## src/rtl/nibble_serial_adder_pkg.sv

```systemverilog
// Shared definitions for the nibble-serial adder: FSM state encoding and the
// nibble width handled per clock.
package nsa_defs;

  localparam int NIB = 4;

  typedef enum logic [1:0] {
    IDLE = 2'd0,
    RUN  = 2'd1,
    DONE = 2'd2
  } state_t;

endpackage

```

## src/rtl/nibble_serial_adder_if.sv

```systemverilog
// Operand and result handshake bundle of the nibble-serial adder.
// The master drives operands and consumes results; the slave is the adder.
interface nibble_serial_adder_if #(
  parameter int WIDTH = 16
);

  logic             in_valid;
  logic             in_ready;
  logic [WIDTH-1:0] a;
  logic [WIDTH-1:0] b;
  logic             cin;
  logic             out_valid;
  logic             out_ready;
  logic [WIDTH-1:0] sum;
  logic             cout;
  logic             busy;

  modport master (
    output in_valid, a, b, cin, out_ready,
    input  in_ready, out_valid, sum, cout, busy
  );

  modport slave (
    input  in_valid, a, b, cin, out_ready,
    output in_ready, out_valid, sum, cout, busy
  );

endinterface

```

## src/rtl/nibble_serial_adder_rca.sv

```systemverilog
// 4-bit ripple-carry adder, purely combinational; the datapath reused by the
// nibble-serial adder.
module rca (
  input  logic [3:0] a,
  input  logic [3:0] b,
  input  logic       cin,
  output logic [3:0] s,
  output logic       cout
);

  logic carry;

  // NOTE: blocking assignments here on purpose -- carry is a ripple temporary
  // that each loop iteration reads after the previous one wrote it.
  always_comb begin
    carry = cin;
    s     = '0;
    for (int i = 0; i < 4; i++) begin
      s[i]  = a[i] ^ b[i] ^ carry;
      carry = (a[i] & b[i]) | (carry & (a[i] ^ b[i]));
    end
    cout = carry;
  end

endmodule

```

## src/rtl/nibble_serial_adder.sv

```systemverilog
// Multi-cycle WIDTH-bit adder: computes a + b + cin one nibble per clock through
// a single 4-bit ripple-carry adder, with the carry registered between nibbles.
module nibble_serial_adder
  import nsa_defs::*;
#(
  parameter int WIDTH = 16
) (
  input  logic                 clk,
  input  logic                 rst_n,
  nibble_serial_adder_if.slave bus
);

  localparam int N  = WIDTH / NIB;
  localparam int CW = $clog2(N) + 1;

  state_t           state;
  logic [WIDTH-1:0] a_sh;
  logic [WIDTH-1:0] b_sh;
  logic [WIDTH-1:0] sum_r;
  logic             carry;
  logic             cout_r;
  logic [CW-1:0]    cnt;
  logic [NIB-1:0]   nib_s;
  logic             nib_c;

  rca u_rca (
    .a    (a_sh[NIB-1:0]),
    .b    (b_sh[NIB-1:0]),
    .cin  (carry),
    .s    (nib_s),
    .cout (nib_c)
  );

  // Operands are only ever sampled on the accepting edge, so X on a/b while
  // the block is busy never reaches the shift registers.
  // NOTE: sequential state uses non-blocking assignments so every register
  // sees the pre-edge values of the others, matching the hardware.
  always_ff @(posedge clk or negedge rst_n) begin
    if (!rst_n) begin
      state  <= IDLE;
      a_sh   <= '0;
      b_sh   <= '0;
      sum_r  <= '0;
      carry  <= 1'b0;
      cout_r <= 1'b0;
      cnt    <= '0;
    end else begin
      case (state)
        IDLE: begin
          if (bus.in_valid) begin
            a_sh  <= bus.a;
            b_sh  <= bus.b;
            carry <= bus.cin;
            cnt   <= '0;
            state <= RUN;
          end
        end
        RUN: begin
          // Each nibble result enters at the top so the LSB nibble ends at bit 0.
          sum_r <= (sum_r >> NIB) | (WIDTH'(nib_s) << (WIDTH - NIB));
          a_sh  <= a_sh >> NIB;
          b_sh  <= b_sh >> NIB;
          carry <= nib_c;
          cnt   <= cnt + 1'b1;
          if (cnt == CW'(N - 1)) begin
            cout_r <= nib_c;
            state  <= DONE;
          end
        end
        DONE: begin
          if (bus.out_ready) state <= IDLE;
        end
        default: state <= IDLE;
      endcase
    end
  end

  assign bus.in_ready  = (state == IDLE);
  assign bus.out_valid = (state == DONE);
  assign bus.busy      = (state == RUN) || (state == DONE);
  assign bus.sum       = sum_r;
  assign bus.cout      = cout_r;

endmodule

```

## src/flat_wrapper.sv

```systemverilog
// flat-port wrapper written by rule: the top's interface ports become plain ports
module nibble_serial_adder_flat import nsa_defs::*;
#(
  parameter int WIDTH = 16
)
  (clk, rst_n, bus_in_valid, bus_a, bus_b, bus_cin, bus_out_ready, bus_in_ready, bus_out_valid, bus_sum, bus_cout, bus_busy);
  nibble_serial_adder_if #(.WIDTH(WIDTH)) bus_i ();
  input  logic clk;
  input  logic rst_n;
  input wire logic [$bits(bus_i.in_valid)-1:0] bus_in_valid;
  input wire logic [$bits(bus_i.a)-1:0] bus_a;
  input wire logic [$bits(bus_i.b)-1:0] bus_b;
  input wire logic [$bits(bus_i.cin)-1:0] bus_cin;
  input wire logic [$bits(bus_i.out_ready)-1:0] bus_out_ready;
  output wire logic [$bits(bus_i.in_ready)-1:0] bus_in_ready;
  output wire logic [$bits(bus_i.out_valid)-1:0] bus_out_valid;
  output wire logic [$bits(bus_i.sum)-1:0] bus_sum;
  output wire logic [$bits(bus_i.cout)-1:0] bus_cout;
  output wire logic [$bits(bus_i.busy)-1:0] bus_busy;
  assign bus_i.in_valid = bus_in_valid;
  assign bus_i.a = bus_a;
  assign bus_i.b = bus_b;
  assign bus_i.cin = bus_cin;
  assign bus_i.out_ready = bus_out_ready;
  assign bus_in_ready = bus_i.in_ready;
  assign bus_out_valid = bus_i.out_valid;
  assign bus_sum = bus_i.sum;
  assign bus_cout = bus_i.cout;
  assign bus_busy = bus_i.busy;
  nibble_serial_adder #(.WIDTH(WIDTH)) u_core (.clk(clk), .rst_n(rst_n), .bus(bus_i));
endmodule
```

## config.mk

```make
export PLATFORM = sky130hd
export DESIGN_NAME = nibble_serial_adder_flat
export DESIGN_NICKNAME = d
export VERILOG_FILES = /design/src/rtl/nibble_serial_adder_pkg.sv /design/src/rtl/nibble_serial_adder_if.sv /design/src/rtl/nibble_serial_adder_rca.sv /design/src/rtl/nibble_serial_adder.sv /design/src/flat_wrapper.sv
export SDC_FILE = /design/constraint.sdc
export NUM_CORES = 1
export LEC_CHECK = 0
export CAP_MARGIN = 20
export CELL_PAD_IN_SITES_DETAIL_PLACEMENT = 0
export CELL_PAD_IN_SITES_GLOBAL_PLACEMENT = 1
export CORE_MARGIN = 1
export CORE_UTILIZATION = 40
export DETAILED_ROUTE_END_ITERATION = 10
export PLACE_DENSITY = 0.8
export SYNTH_ARGS = -nofsm -noshare
export SYNTH_HDL_FRONTEND = slang
export SYNTH_SLANG_ARGS = --single-unit
```

## constraint.sdc

```tcl
create_clock -name clk -period 2.6 [get_ports clk]
set_clock_uncertainty 0.05 [all_clocks]
set_input_delay 0.52 -clock clk [delete_from_list [all_inputs] [get_ports clk]]
set_output_delay 0.52 -clock clk [all_outputs]
set_load 0.01 [all_outputs]
```

; ---- Word-level counts from Yosys, hierarchy flattened
; Cells that the tools add are included.
[totals]
reg_bits = 55
in_bits = 37
elab_cells = 53
[classes]
n_addsub = 1
eq_ne = 6
n_mux = 12
n_bitwise = 21
reduce_logical = 6
[ops]
columns = operator, n
row1 = 16-bit one-hot mux with 2 select lines, 2
row2 = 16-bit 2-to-1 mux, 2
row3 = 12-bit by 16-bit OR with 16-bit output, 1
row4 = 1-bit bitwise AND, 8
row5 = 1-bit XOR, 8
row6 = 2-bit 2-to-1 mux, 3
row7 = 2-bit one-hot mux with 3 select lines, 1
row8 = 3-bit one-hot mux with 2 select lines, 1
row9 = "2-bit inequality test, second input constant", 2
row10 = 1-bit OR, 4
row11 = 2-bit AND reduction, 2
row12 = "3-bit by 1-bit adder with 3-bit output, second input constant", 1
row13 = "3-bit by 2-bit equality test with 1-bit output, second input constant", 1
row14 = 3-bit 2-to-1 mux, 1
row15 = 3-bit AND reduction, 1
row16 = "2-bit by 1-bit equality test with 1-bit output, second input constant", 1
row17 = "2-bit equality test, second input constant", 1
row18 = 2-bit zero test, 1
row19 = "2-bit by 1-bit inequality test with 1-bit output, second input constant", 1
row20 = 1-bit one-hot mux with 2 select lines, 1
row21 = 2-bit nonzero test, 1
row22 = 1-bit logical OR, 1
row23 = 1-bit 2-to-1 mux, 1

; ---- Depth between registers and ports, before layout
; Gate-level depths: netlist (run 1).
[logic_depth]
ltp_word = 10
depth_mapped = 10

; ---- Hierarchy
; From an unflattened synthesis (run 1), not the netlist that was laid out.
[unflattened]
hier_cells = 225
area_unflattened_um2 = 2602.5
[by_module_without_submodules]
columns = module, n_inst, cells_per_inst, area_each_um2
row1 = nibble_serial_adder, 1, 211, 2484.9
row2 = rca, 1, 14, 117.6

; ---- Worst setup path before layout (run 1)
; No wires, ideal clock.
[synth_timing]
path_kind = register to register
startpoint = reg u_core.carry
endpoint = reg u_core.sum_r[15], in the netlist u_core.bus.sum[15]
setup_time_ns = 0.079
arrival_time_ns = 1.958
required_time_ns = 2.471
path_slack_ns = 0.512
stages_incl_launch_ff = 9
synth_period_minus_slack_ns = 2.088
path_cell_list = dfrtp_1 fa_1 inv_1 fa_1 inv_1 fa_1 inv_1 fa_1 mux2i_1
[synth_via]
elab_chain_cells = 8
[synth_lines]
columns = element, line_no
row1 = "start, declared", nibble_serial_adder.sv:20  ; logic carry;
row2 = "start signal, assigned", nibble_serial_adder.sv:53  ; carry <= bus.cin;
row3 = "start signal, assigned", nibble_serial_adder.sv:63  ; carry <= nib_c;
row4 = 1-bit bitwise AND, nibble_serial_adder_rca.sv:20  ; carry = (a[i] & b[i]) | (carry & (a[i] ^ b[i]));
row5 = 1-bit OR, nibble_serial_adder_rca.sv:20
row6 = 1-bit bitwise AND, nibble_serial_adder_rca.sv:20
row7 = 1-bit OR, nibble_serial_adder_rca.sv:20
row8 = 1-bit bitwise AND, nibble_serial_adder_rca.sv:20
row9 = 1-bit OR, nibble_serial_adder_rca.sv:20
row10 = 1-bit XOR, nibble_serial_adder_rca.sv:19  ; s[i] = a[i] ^ b[i] ^ carry;
row11 = 12-bit by 16-bit OR with 16-bit output, nibble_serial_adder.sv:60  ; sum_r <= (sum_r >> NIB) | (WIDTH'(nib_s) << (WIDTH - NIB));
row12 = "end signal, assigned", nibble_serial_adder.sv:60
row13 = "end, declared", nibble_serial_adder.sv:19  ; logic [WIDTH-1:0] sum_r;
; Every way passes these cells.
; A chain may end at the register's enable or synchronous reset.

; ---- Worst setup path in the final report (run 1)
[layout_timing]
startpoint = reg u_core.state[1]
endpoint = out bus_in_ready
[layout_via]
elab_chain_cells = 1
[layout_lines]
columns = element, line_no
row1 = "start, declared", nibble_serial_adder.sv:16  ; state_t state;
row2 = "start signal, assigned", nibble_serial_adder.sv:40  ; state <= IDLE;
row3 = "start signal, assigned", nibble_serial_adder.sv:55  ; state <= RUN;
row4 = "start signal, assigned", nibble_serial_adder.sv:67  ; state <= DONE;
row5 = 2-bit zero test, nibble_serial_adder.sv:78  ; assign bus.in_ready = (state == IDLE);
row6 = "end, declared", flat_wrapper.sv:15  ; output wire logic [$bits(bus_i.in_ready)-1:0] bus_in_ready;
; Every way passes these cells.

==> metrics.yaml, run 1 <==
routing:
  drt_first_pass_iters: 4
  wire_per_inst_um: 12.3
  vias: 1737
  drt-initial-drc-count: 44
  wirelength_um: 4400
  drcViolationCount: 0
  ant_nets: 0
  vias_per_cell: 4.87
clocking:
  cts_setup_buffers: 0
  cts-htree-levels: 2
  clk_latency_ns: 0.30
  cts_sinks: 55
  root_buffer: "clkbuf_8"
  clkTransAtPathRegs_ns: 0.10
  cts_hold_buf: 0
  clk_path_buf_depth: 2
  cts_tree: "yes"
  cts_resized: 0
  numCtsBuffers: 5
setup_path:
  cp_top_family: "buffers and inverters"
  crit_path_max_incr_delay_ns: 0.59
  worst-path-buf-inv: 2
  worstPathCellList: "inv_1, ha_1, clkdlybuf4s50_1"
  r2r_start: "u_core.carry$_DFFE_PN0P_"
  worstSetupStartpointType: "register"
  reg2reg_depth: 8
  path_class: "reg2out"
  arrival_ns: 1.72
  crit_fanout: 6
  ff2ff_setup_slack_ns: 0.41
  required_ns: 2.03
  setup.worst_path.end_class: "output port"
  reg2reg_to: "u_core.bus.sum[15]$_DFFE_PN0P_"
  cpMaxStageDelayCell: "clkdlybuf4s50_1"
power:
  power.switching_mw: 1.48
  combPwrFrac_pct: 50.8
  intPower_mw: 2.58
  peakVddDrop_uv: 634
  power.density_nw_per_um2: 1190
  p_clk_share_pct: 12.3
  power_mw: 4.05
  switching_share_pct: 36.4
  seq_power_share_pct: 36.9
  leakagePower_nw: 1.47
logic_synthesis:
  synth_cell_types: 24
  synth_top_area_share_pct: 51.7
  ys.flop_type: "dfrtp_1"
  synthCells: 224
  yosys-top-cells-area: "dfrtp_1 (52%), mux2i_1 (10%), o21ai_2 (7.6%)"
  synth_fp_nets: 270
  synthMostInstantiatedCell: "dfrtp_1"
  synth_common_cells: "dfrtp_1 (55), nand2_1 (37), mux2i_1 (27), o21ai_2 (23), mux2_2 (16)"
  synth_edf_count: 0
  yosys.area.top_type: "dfrtp_1"
  synth_warnings: 0
  postSynth.asyncResetShare_pct: 100
  syn_area_um2: 2660
  seq_area_frac_synth_pct: 51.7
  ys_seq_elements: 55
  syn_area_per_cell_um2: 11.9
timing:
  fin_crit_sh_pct: 87.9
  slew_violations: 0
  slew_headroom_pct: 59.7
  finalHoldViolations: 0
  fin_crit_ns: 2.29
  fin_setup_tns_ns: 0
  tightest_slew_ns: 0.604
  setup_violations: 0
  rsz0062_at_grt: "no"
  fmax_mhz: 437
grt:
  busiest_layer: "met2"
  grt_antenna_before_repair: 0
  grt_max_degree: 31
  grt_util_met2_pct: 21.9
  gr-total-overflow: 0
  use_met1_pct: 19.0
  use_met3_pct: 3.07
  grt_util_all_layers_pct: 14.0
  grt_first_pass_wirelength_um: 7840
  grt_pass1_vias: 1704
floorplan:
  rows: 29
  start_util_pct: 41.7
  die_x_um: 83.6
  core_area_um2: 6390
  io_pins: 57
  fp.dieArea_um2: 6990
  die_y_um: 83.6
layout:
  multi_input_area_um2: 1140
  seq_area_um2: 1380
  num-nets-final: 325
  drive_gt1_share_pct: 19.3
  post-route-util_pct: 53.1
  antennaDiodeCount: 0
  areaGrowthSynthToFinish_pct: 27.4
  fillers: 599
worst_hold_path:
  min_path_type: "in2async"
status:
  status: "finished, final reports clean"
place:
  hpwl_um: 3270
  port_buffers: 56
  gp_congestion: 0.716
job:
  maxCapViolCount: 0
routing by layer:
layer  vias up  part of all wire (%)
li1        886                     -
met3         8                   5.0
met2        50                    46
met1       793                    47
met5         -                     0
met4         0                   1.6
per-stage QoR:
step	hold WS (ns)	std cells	area, um^2	setup slack [ns]
after detailed placement	0.416	349	3290	0.443
after global placement	0.410	349	3290	0.472
after global routing	0.204	357	3390	0.222
final	0.174	357	3390	0.314
after floorplan	0.174	224	2660	0.512
after CTS	0.187	357	3390	0.297
worst max path at each step:
stage	endpoint	cells after the start	slack (ns)	start
after detailed placement	u_core.bus.sum[15]$_DFFE_PN0P_	8	0.44	u_core.carry$_DFFE_PN0P_
after floorplan	u_core.bus.sum[15]$_DFFE_PN0P_	8	0.51	u_core.carry$_DFFE_PN0P_
final	bus_in_ready	3	0.31	u_core.state[1]$_DFFE_PN0P_
after global placement	u_core.bus.sum[15]$_DFFE_PN0P_	8	0.47	u_core.carry$_DFFE_PN0P_
after CTS	bus_in_ready	3	0.30	u_core.state[0]$_DFFE_PN0P_
after global routing	bus_in_ready	3	0.22	u_core.state[1]$_DFFE_PN0P_
registers in the layout, summed over array words and instances (netlist names):
signal,flops
u_core.a_sh,16
u_core.b_sh,16
u_core.bus.sum,16
u_core.cnt,3
u_core.state,2
u_core.bus.cout,1
u_core.carry,1
cell families (layout without fill, tap and decap cells):
| group | count (synthesis) | after routing | synth area share [%] |
|---|---|---|---|
| multiplexers | 44 | 44 | 17.8 |
| AND/OR/NAND/NOR | 43 | 43 | 6.58 |
| buffers and inverters | 27 | 83 | 5.69 |
| AO/OA/AOI/OAI | 46 | 46 | 12.9 |
| adder cells (fa/ha/maj) | 9 | 9 | 5.36 |
| flip-flops | 55 | 55 | 51.7 |
placed cells by master (no fill, tap or decap), drive strengths merged:
cell type / netlist / routed
a32o: 1 / 1
nand2b: 3 / 3
nand2: 37 / 37
buf: 12 / 6
inv: 13 / 13
nand3: 1 / 1
nor2b: 1 / 1
clkinv: 1 / 1
a22oi: 8 / 8
o21ai: 35 / 35
clkbuf: 1 / 8
dfrtp: 55 / 55
fa: 4 / 4
ha: 5 / 5
mux2i: 28 / 28
clkdlybuf4s50: 0 / 55
mux2: 16 / 16
and2: 1 / 1
a31oi: 2 / 2
worst register-to-register path, delay by kind of cell (launching register included):
kind,cells,cell delay [ns]
adders and majority gates,4,1.33
DFF,1,0.41
muxes,1,0.14
buffers and inverters,3,0.20
power by group through the flow:
stage / Combinational (mW) / Sequential [mW] / Clock [mW]
finish: 2.06 / 1.50 / 0.500
global route: 2.30 / 1.56 / 0.553
CTS: 2.10 / 1.50 / 0.518
detailed placement: 2.09 / 1.52 / 0
global placement: 2.06 / 1.51 / 0
floorplan: 1.46 / 1.53 / 0
cell type report:
class | count | share of cell area (%)
sequential | 55 | 40.6
multi-input combinational | 142 | 33.5
timing repair buffer | 61 | 18.6
clock buffer | 8 | 2.95
tap | 77 | 2.84
inverter | 14 | 1.55
Power figures use the tool's default switching activity.
==> inputs of run 2 (changes only) <==
--- a/config.mk
+++ b/config.mk
@@ -12,6 +12,7 @@
 export CORE_UTILIZATION = 40
 export DETAILED_ROUTE_END_ITERATION = 10
 export PLACE_DENSITY = 0.8
+export REMOVE_ABC_BUFFERS = 1
 export SYNTH_ARGS = -nofsm -noshare
 export SYNTH_HDL_FRONTEND = slang
 export SYNTH_SLANG_ARGS = --single-unit
==> metrics.yaml, run 2 (synthesis gave the netlist of run 1 again) <==
place:
  gp_congestion: 0.765  # +6.8%
  port_buffers: 56  # unchanged
  hpwl_um: 3350  # +2.4%
  placed_cell_area_um2: 3290  # -0.15%
routing:
  drt_first_pass_iters: 4  # unchanged
  drcViolationCount: 0  # unchanged
  wirelength_um: 4610  # +4.8%
  wire_per_inst_um: 12.9  # +4.5%
  vias_per_cell: 4.89  # +0.58%
  route.met2.wl_um: 2150  # +5.0%
  drt-met1-wl_um: 2160  # +4.6%
  routed.top_layer: "met4"
  drt-initial-drc-count: 73  # +66%
  routed-wl-met3_um: 242  # +11%
  ant_nets: 0  # unchanged
  vias: 1752  # +0.86%
clocking:
  cts_sinks: 55  # unchanged
  clk_path_buf_depth: 2  # unchanged
  numCtsBuffers: 5  # unchanged
  cts_tree: "yes"
  clkTransAtPathRegs_ns: 0.10  # about the same
  cts-htree-levels: 2  # unchanged
  cts_setup_buffers: 0  # unchanged
  cts_hold_buf: 0  # unchanged
  root_buffer: "clkbuf_8"
  clk_latency_ns: 0.31  # about the same
  cts_resized: 0  # unchanged
timing:
  finalHoldViolations: 0  # unchanged
  rsz0062_at_grt: "no"
  setup_violations: 0  # unchanged
  hold_slack_ns: 0.203  # +0.0293 ns
  tightest_slew_ns: 0.718  # +0.114 ns
  fin_crit_ns: 2.29  # +0.00353 ns
  slew_headroom_pct: 52.1  # -7.6 points
  fmax_mhz: 437  # -0.15%
  slew_violations: 0  # unchanged
  fin_crit_sh_pct: 88.1  # +0.14 points
job:
  maxCapViolCount: 0  # unchanged
setup_path:
  arrival_ns: 1.72  # about the same
  reg2reg_depth: 8  # unchanged
  worst-path-buf-inv: 2  # unchanged
  endpoint: "bus_in_ready"
  cp_top_family: "buffers and inverters"
  setup.worst_path.end_class: "output port"
  reg2reg_to: "u_core.bus.sum[15]$_DFFE_PN0P_"
  required_ns: 2.03  # about the same
  path_depth: 3  # unchanged
  crit_fanout: 6  # unchanged
  ff2ff_setup_slack_ns: 0.41  # about the same
  cpMaxStageDelayCell: "clkdlybuf4s50_1"
  worstPathCellList: "inv_1, ha_1, clkdlybuf4s50_1"
  crit_start: "u_core.state[1]$_DFFE_PN0P_"
  path_class: "reg2out"
  r2r_start: "u_core.carry$_DFFE_PN0P_"
  crit_path_max_incr_delay_ns: 0.59  # about the same
  worstSetupStartpointType: "register"
power:
  power_mw: 4.03  # -0.66%
  peakVddDrop_uv: 1010  # +60%
  leakagePower_nw: 1.46  # -0.78%
  power.density_nw_per_um2: 1190  # about the same
grt:
  grt_antenna_before_repair: 0  # unchanged
  gr-total-overflow: 0  # unchanged
  grt_max_degree: 36  # +16%
  grt_pass1_vias: 1667  # -2.2%
  grt_first_pass_wirelength_um: 7890  # +0.70%
  grt_util_all_layers_pct: 14.2  # +0.21 points
floorplan:
  core_area_um2: 6390  # unchanged
  die_y_um: 83.6  # unchanged
  fp.dieArea_um2: 6990  # unchanged
  io_pins: 57  # unchanged
  start_util_pct: 41.7  # unchanged
  rows: 29  # unchanged
  die_x_um: 83.6  # unchanged
layout:
  antennaDiodeCount: 0  # unchanged
  final_area_um2: 3370  # -0.59%
  areaGrowthSynthToFinish_pct: 26.7
  final_cell_mix: "clkdlybuf4s50_1 (55), dfrtp_1 (55), nand2_1 (37)"
  fillers: 578  # -3.5%
  drive_gt1_share_pct: 19.6  # +0.29 points
  num-nets-final: 326  # +0.31%
status:
  status: "finished, final reports clean"
worst_hold_path:
  min_path_type: "in2async"
==> run 2: cell count changes in the layout (fill, tap and decap cells not counted), sizes merged <==
cell,previous run,this run
clkinv,1,2
buf,6,7
clkbuf,8,6
clkinvlp,0,1
==> run 2: power breakdown <==
group	switching, mW	total (mW)	leakage, nW	internal (mW)
clock network	0.275	0.464	0.0412	0.189
logic	0.991	2.06	0.728	1.07
registers	0.239	1.50	0.686	1.26
total	1.51	4.03	1.46	2.52
==> run 2: final cells by class <==
cell class,count,area (um^2),share of cell area (%)
Inverter,14,52.6,1.56
Multi-Input combinational cell,142,1140,33.7
Tap cell,77,96.3,2.86
Timing Repair Buffer,62,626,18.5
Clock inverter,2,12.5,0.371
Sequential cell,55,1380,40.8
Clock buffer,6,72.6,2.15
==> run 2: how the worst min path moves through the flow <==
stage | endpoint | slack [ns] | start | cells after the start
after floorplan | u_core.a_sh[0]$_DFFE_PN0P_ | 0.17 | rst_n | 0
after global placement | u_core.b_sh[4]$_DFFE_PN0P_ | 0.41 | u_core.b_sh[4]$_DFFE_PN0P_ | 2
after detailed placement | u_core.b_sh[4]$_DFFE_PN0P_ | 0.42 | u_core.b_sh[4]$_DFFE_PN0P_ | 2
after CTS | u_core.bus.sum[7]$_DFFE_PN0P_ | 0.23 | rst_n | 1
after global routing | u_core.bus.sum[3]$_DFFE_PN0P_ | 0.25 | rst_n | 1
final | u_core.bus.sum[7]$_DFFE_PN0P_ | 0.20 | rst_n | 1
==> run 2: stage by stage <==
step | setup slack, ns | cells | setup TNS, ns | util, %
2_1_floorplan | -0.834 | 211 | -21.60 | -
3_3_place_gp | 0.469 | 350 | 0 | 51.5
3_5_place_dp | 0.422 | 350 | 0 | 51.5
4_1_cts | 0.311 | 358 | 0 | 52.8
5_1_grt | 0.264 | 358 | 0 | 52.8
6_report | 0.311 | 358 | 0 | 52.8
==> run 2: metal layers <==
metal  track usage [%]  vias up
li1                  -      885
met1              19.9      812
met2              21.8       50
met3              3.46        5
met4              4.62        0
met5                 0        -
